### config.mk
export PLATFORM = sky130hd
export DESIGN_NAME = detect_event_logger
export DESIGN_NICKNAME = d
export VERILOG_FILES = /design/src/rtl/detect_log_pkg.sv /design/src/rtl/event_fifo.sv /design/src/rtl/detect_event_logger.sv
export SDC_FILE = /design/constraint.sdc
export NUM_CORES = 1
export LEC_CHECK = 0
export CAP_MARGIN = 20
export CORE_MARGIN = 4
export CORE_UTILIZATION = 40
export CTS_BUF_LIST = sky130_fd_sc_hd__clkbuf_2 sky130_fd_sc_hd__clkbuf_4 sky130_fd_sc_hd__clkbuf_8
export DETAILED_ROUTE_END_ITERATION = 16
export PLACE_DENSITY = 0.58
export REMOVE_ABC_BUFFERS = 1
export SLEW_MARGIN = 25
export SYNTH_ARGS = -nofsm -noshare
export SYNTH_HDL_FRONTEND = slang
export SYNTH_SLANG_ARGS = --single-unit
### constraint.sdc
create_clock -name clk -period 4.7 [get_ports clk]
set_input_delay 0.705 -clock clk [delete_from_list [all_inputs] [get_ports clk]]
set_output_delay 0.705 -clock clk [all_outputs]
set_load 0.01 [all_outputs]
### src/rtl/detect_log_pkg.sv
// Shared defaults and the saturating-counter helper for the detector event logger.
package detect_log_pkg;

   localparam int TS_W_DEF  = 16;
   localparam int DEPTH_DEF = 4;
   localparam int CNT_W_DEF = 8;

   // Callers pass their counter's all-ones value as max, so one helper serves any width up to 32.
   function automatic logic [31:0] sat_inc(input logic [31:0] v, input logic [31:0] max);
      return (v >= max) ? max : v + 32'd1;
   endfunction

endpackage

### src/rtl/event_fifo.sv
// Small circular FIFO for logged events: a push is visible one cycle later, with no fall-through.
// A pop in the same edge frees a slot for a push even when full; flush empties the FIFO and overrides both.
module event_fifo #(
   parameter int W     = 16,
   parameter int DEPTH = 4
) (
   input  logic                     clk,
   input  logic                     rst,
   input  logic                     flush,
   input  logic                     push,
   input  logic                     pop,
   input  logic [W-1:0]             din,
   output logic [W-1:0]             dout,
   output logic                     empty,
   output logic                     full,
   output logic [$clog2(DEPTH):0]   level
);

   localparam int AW = $clog2(DEPTH);
   localparam logic [AW:0] PTR_ONE = {{AW{1'b0}}, 1'b1};

   logic [W-1:0] mem [DEPTH];
   logic [AW:0]  wr_ptr;
   logic [AW:0]  rd_ptr;
   logic         do_push;
   logic         do_pop;

   // The extra wrap bit distinguishes full from empty when the addresses match.
   assign empty   = (wr_ptr == rd_ptr);
   assign full    = (wr_ptr[AW-1:0] == rd_ptr[AW-1:0]) && (wr_ptr[AW] != rd_ptr[AW]);
   assign do_pop  = pop & ~empty;
   assign do_push = push & (~full | do_pop);
   assign level   = wr_ptr - rd_ptr;
   assign dout    = empty ? '0 : mem[rd_ptr[AW-1:0]];

   always_ff @(posedge clk or posedge rst) begin
      if (rst) begin
         wr_ptr <= '0;
         rd_ptr <= '0;
      end else if (flush) begin
         wr_ptr <= '0;
         rd_ptr <= '0;
      end else begin
         if (do_push) wr_ptr <= wr_ptr + PTR_ONE;
         if (do_pop)  rd_ptr <= rd_ptr + PTR_ONE;
      end
   end

   always_ff @(posedge clk) begin
      if (do_push && !flush) mem[wr_ptr[AW-1:0]] <= din;
   end

endmodule

### src/rtl/detect_event_logger.sv
// Timestamps 1011-detector hits into a FIFO read with rd_valid/rd_ready, one cycle push-to-visible; full drops count.
// HIT_GAP_EN stores cycles since the previous hit instead of the absolute timestamp.
module detect_event_logger
   import detect_log_pkg::*;
#(
   parameter int TS_W  = TS_W_DEF,
   parameter int DEPTH = DEPTH_DEF,
   parameter int CNT_W = CNT_W_DEF
) (
   input  logic                     clk,
   input  logic                     rst,
   input  logic                     hit,
   input  logic                     clr,
   input  logic                     rd_ready,
   output logic                     rd_valid,
   output logic [TS_W-1:0]          rd_data,
   output logic [$clog2(DEPTH):0]   level,
   output logic                     overflow,
   output logic [CNT_W-1:0]         hit_cnt,
   output logic [CNT_W-1:0]         drop_cnt
);

   localparam logic [CNT_W-1:0] CNT_MAX = '1;

   logic [TS_W-1:0] ts;
   logic [TS_W-1:0] entry;
   logic            fifo_empty;
   logic            fifo_full;
   logic            push;
   logic            pop;
   logic            drop;

   // clr wins over any hit or pop on the same edge.
   assign push = hit & ~clr;
   assign pop  = rd_ready & ~clr;
   assign drop = push & fifo_full & ~pop;

   always_ff @(posedge clk or posedge rst) begin
      if (rst) ts <= '0;
      else     ts <= ts + TS_W'(1);
   end

`ifdef HIT_GAP_EN
   logic [TS_W-1:0] gap;

   always_ff @(posedge clk or posedge rst) begin
      if (rst)              gap <= '0;
      else if (clr)         gap <= '0;
      else if (hit)         gap <= TS_W'(1);
      else if (gap != '1)   gap <= gap + TS_W'(1);
   end

   assign entry = gap;
`else
   assign entry = ts;
`endif

   event_fifo #(.W(TS_W), .DEPTH(DEPTH)) u_fifo (
      .clk   (clk),
      .rst   (rst),
      .flush (clr),
      .push  (push),
      .pop   (pop),
      .din   (entry),
      .dout  (rd_data),
      .empty (fifo_empty),
      .full  (fifo_full),
      .level (level)
   );

   assign rd_valid = ~fifo_empty;

   always_ff @(posedge clk or posedge rst) begin
      if (rst) begin
         overflow <= 1'b0;
         hit_cnt  <= '0;
         drop_cnt <= '0;
      end else if (clr) begin
         overflow <= 1'b0;
         hit_cnt  <= '0;
         drop_cnt <= '0;
      end else begin
         if (push) hit_cnt <= CNT_W'(sat_inc(32'(hit_cnt), 32'(CNT_MAX)));
         if (drop) begin
            overflow <= 1'b1;
            drop_cnt <= CNT_W'(sat_inc(32'(drop_cnt), 32'(CNT_MAX)));
         end
      end
   end

endmodule

[After elaboration in Yosys (flattened, before gate mapping)]
Memory sizes are Yosys's and may differ from the RTL's.
Cells that the tools add are included.
Widths: inputs -> output; s select.
Cells by class
  add/sub/neg operators: 6
  $lt $le $gt $ge: 2
  equality and inequality tests: 3
  mux-type cells: 15
  bitwise operators: 11
  reductions and logical operators: 7
Operators by type and width (number)
  $mux 8: 6
  $add 16x1->16 const B: 1
  $add 8x1->8 const B: 2
  $ge 8x8->1 const B: 2
  $mux 16: 1
  $mux 3: 4
  $reduce_bool 2->1: 4
  $add 3x1->3 const B: 2
  $and 1x1->1: 6
  $mux 1: 4
  $not 1->1: 4
  $eq 3x3->1: 1
  $sub 3x3->3: 1
  $eq 2x2->1: 1
  $logic_and 1x1->1: 2
  $logic_not 1->1: 1
  $ne 1x1->1: 1
  $or 1x1->1: 1
Word-level totals
  flip-flop bits (word level): 39
  RAM bits: 64
  output and inout bits: 37
  logic and storage cells: 51
  memories: 1
Memories
  u_fifo.mem: words 4, width 16, rd ports 1, clocked after memory_dff 0, wr ports 1, RTL line event_fifo.sv:22  | logic [W-1:0] mem [DEPTH];

[Logic depth before layout (Yosys ltp)]
  depth after elaboration: 8
  mapped depth: 8
  depth with buffers taken out: 6

[Modules after synthesis]
A second synthesis with hierarchy kept.
Unflattened totals
  cells, all modules: 306
  area total of the unflattened synthesis: 4546.9 sq um
Modules (own cells, without submodules)
  event_fifo: instances 1, cells each 157, area each 2941.6 sq um, sequential area each 2072.0 sq um
  detect_event_logger: instances 1, cells each 149, area each 1605.3 sq um, sequential area each 825.8 sq um

[Worst setup path after synthesis]
OpenSTA, ideal clock, no wires.
  kind: reg2out
  start: reg u_fifo.rd_ptr[1]
  end: out rd_data[10]
  arrival time: 2.205 ns
  required time: 3.995 ns
  setup slack: 1.790 ns
  cell stages (with the launch flop): 9
  cells stage by stage: dfrtp_1 clkbuf_1 clkbuf_1 inv_1 ha_1 nand2_1 nor2_1 clkbuf_1 nor2b_1
On the way
  cells in the longest elaborated chain, start to end: 2
RTL lines
  start, declared: RTL line event_fifo.sv:24  | logic [AW:0] rd_ptr;
  start signal, assigned: RTL line event_fifo.sv:45  | if (do_pop) rd_ptr <= rd_ptr + PTR_ONE;
  $mem_v2 4x16 or $eq 3x3->1 (tied branches)
  $mux 16 (*): RTL line event_fifo.sv:34  | assign dout = empty ? '0 : mem[rd_ptr[AW-1:0]];
  end, declared: RTL line detect_event_logger.sv:16  | output logic [TS_W-1:0] rd_data,
Every way passes the cells marked *; elsewhere a longest branch is shown, timed or not.

[Worst setup path after layout]
  start: reg u_fifo.rd_ptr[0]
  end: out rd_data[7]
The elaborated chain is that of the path after synthesis.

==> flow_metrics.env <==
export IMPL_io_buffers=41
export IMPL_crit_type="reg2out"
export IMPL_critical_path_top_delay_family="buffers and inverters"
export IMPL_crit_path_end_kind="output pin"
export IMPL_worst_slack_ns=1.38
export IMPL_hold_class="reg2reg"
export IMPL_ir_drop_mv=0.189
export IMPL_std_cell_rows=38
export IMPL_cp_start_kind="flop"
export IMPL_cts_buffer_depth=2
export IMPL_synthArstFlopShare_pct=37.9
export IMPL_synth_top_cell_area_share_pct=43.5
export IMPL_grtUsageMet1_pct=18.3
export IMPL_cts_buffers=9
export IMPL_final_area_um2=5220
export IMPL_grt_use_met2_pct=22.2
export IMPL_yosysUniqueCellTypes=40
export IMPL_status="complete, no violations"
export IMPL_placedInstanceArea_um2=5000
export IMPL_area_growth_pct=18.3
export IMPL_min_period_ns=3.32
export IMPL_cpMaxStageDelayCell="dfrtp_1"
export IMPL_drt_vias_per_instance=5.20
export IMPL_gp_congestion=0.743
export IMPL_syn_area_um2=4410
export IMPL_skew_ns=0.0256
export IMPL_grt_usage_pct=13.6
export IMPL_path_clk_slew_ns=0.11
export IMPL_num_nets_final=360
export IMPL_wl_um=8150
export IMPL_path_cells="buf_4, mux4_2, nor2b_1, clkdlybuf4s50_1"
export IMPL_clock_latency_ns=0.38
export IMPL_path_buf_inv=2
export IMPL_drtPass1Iterations=4
export IMPL_synth_cells=295
export IMPL_max_slew_margin_pct=40.4
export IMPL_grt_pass1_wl_um=13600
export IMPL_core_area_um2=10800
export IMPL_place_ws_ns=1.65
export IMPL_cts_root_buf="clkbuf_8"
export IMPL_synth_top_cells_by_count="edfxtp_1 (64), dfrtp_1 (39), nand3_1 (19)"
export IMPL_rsz0062_at_grt="no"
export IMPL_cts_tree="yes"
export IMPL_grt_overflow_total=0
export IMPL_synth_area_top_cells="edfxtp_1 (44%), dfrtp_1 (22%), mux4_2 (8.2%)"
export IMPL_synth_area_leader_cell="edfxtp_1"
export IMPL_critical_path_required_ns=3.99
export IMPL_holdBufCountCts=0
export IMPL_hold_viol_final=0
export IMPL_power_density_nw_per_um2=385
export IMPL_critPathArrivalTime_ns=2.62
export IMPL_grt_use_met3_pct=2.73
export IMPL_tightest_slew_ns=0.893
export IMPL_ctsResizeCount=0
export IMPL_maxClockFrequency_mhz=301
export IMPL_dieArea_um2=12800
export IMPL_yosysMostFrequentCell="edfxtp_1"
export IMPL_grt_busiest_layer="met2"
export IMPL_clock_sinks=103
export IMPL_crit_fanout=10
export IMPL_tns_ns=0
export IMPL_avgSynthCellArea_um2=15.0
export IMPL_cellLeakagePower_nw=1.98
export IMPL_place_hpwl_um=5160
export IMPL_synth_edf_count=64
export IMPL_synth_ff_type="edfxtp_1"
export IMPL_yosys_warnings=0
export IMPL_die_w_um=113
export IMPL_finalCritPeriodShare_pct=70.7
export IMPL_grt_pass1_vias=2591
export IMPL_drtIter0Drc=108
export IMPL_timing_final_max_slew_violations=0
export IMPL_boundaryPins=42
export IMPL_ant_nets=0
export IMPL_grt_max_degree=40
export IMPL_route_vias_total=2545
export IMPL_antenna_cells=0
export IMPL_die_h_um=113
export IMPL_start_util_pct=40.7
export IMPL_post_cts_buffers=0
export IMPL_slowest_delay_ns=0.74
export IMPL_synth_seq_cells=103
export IMPL_drc=0
export IMPL_antenna_found_initial=0
export IMPL_seq_area_frac_synth_pct=65.6
export IMPL_cts_htree_levels=3
export IMPL_setup_viol=0
export IMPL_drive_above_1_share_pct=12.3
export IMPL_maxCapViolCount=0
export IMPL_wire_per_inst_um=16.7
export IMPL_fillers=979
-- kinds of logic (layout without fill, tap and decap cells) --
group / Yosys count / in the layout / synth area share [%]
DFF: 103 / 103 / 65.6
and+or+nand+nor: 93 / 93 / 11.7
AOI/OAI and AO/OA: 27 / 27 / 4.31
muxes: 22 / 22 / 9.55
buffers and inverters: 20 / 74 / 1.76
xor gates and xnor gates: 19 / 19 / 3.77
adders and majority gates: 11 / 11 / 3.29
-- stage by stage --
stage                     power, mW  instances  hold slack (ns)  util [%]
after global routing           2.12        489            0.531      48.2
after global placement         1.46        473            0.473      46.2
final                          2.01        489            0.507      48.2
after floorplan                1.24        287            0.486         -
after detailed placement       1.47        473            0.487      46.2
after CTS                      2.04        489            0.515      48.2
-- layout make-up --
cell class	instances	area [um^2]	share of cell area, %
tap	140	175	3.36
sequential	103	2900	55.5
inverter	12	45.0	0.863
timing repair buffer	46	448	8.58
multi-input combinational	172	1440	27.6
clock buffer	9	124	2.37
clock inverter	7	91.3	1.75
-- cell usage in the layout, fill, tap and decap left out, types with 2 or more instances in the layout --
master | synthesis | routed
a211oi_1 | 4 | 4
a21o_1 | 2 | 2
a21oi_1 | 5 | 5
a311oi_1 | 2 | 2
a31oi_1 | 2 | 2
and2_1 | 3 | 3
and3_1 | 6 | 6
and4_1 | 3 | 3
buf_4 | 0 | 5
clkbuf_8 | 0 | 9
clkdlybuf4s50_1 | 0 | 41
clkinv_8 | 0 | 3
dfrtp_1 | 39 | 39
edfxtp_1 | 64 | 64
ha_1 | 10 | 10
inv_1 | 12 | 12
inv_8 | 0 | 3
mux2i_1 | 5 | 5
mux4_2 | 16 | 16
nand2_1 | 8 | 8
nand3_1 | 19 | 19
nand4_1 | 7 | 7
nor2_1 | 16 | 16
nor2b_1 | 16 | 16
nor3_1 | 7 | 7
o21ai_0 | 7 | 7
xnor2_1 | 10 | 10
xor2_1 | 9 | 9
-- metal layers --
layer | vias up | share of wire, %
met5 | - | 0
met2 | 63 | 49
met1 | 1263 | 47
met3 | 10 | 3.6
met4 | 0 | 1.2
li1 | 1209 | -
-- where the power goes --
part           leakage [nW]  internal, mW  switching (mW)
registers              1.13         0.979          0.0226
clock network         0.108         0.219           0.355
logic                 0.741         0.240           0.194
-- worst paths after layout --
check                                 start                end  slack (ns)  cells after the start
max                        u_fifo.rd_ptr[0]         rd_data[7]        1.38                      4
min                                overflow           overflow        0.51                      1
max reg2reg                u_fifo.rd_ptr[0]  u_fifo.mem[1][12]        2.08                      4
min reg2reg                        overflow           overflow        0.51                      1
max in group asynchronous               rst          entry[13]        3.57                      3
min in group asynchronous               rst           entry[5]        0.74                      3
-- flip-flops by register name, indices dropped and copies added, names as in the netlist --
signal,cells
drop_cnt,8
u_fifo.rd_ptr,3
hit_cnt,8
overflow,1
u_fifo.wr_ptr,3
u_fifo.mem,64
entry,16
No activity file was read; power rests on OpenSTA's default activity.
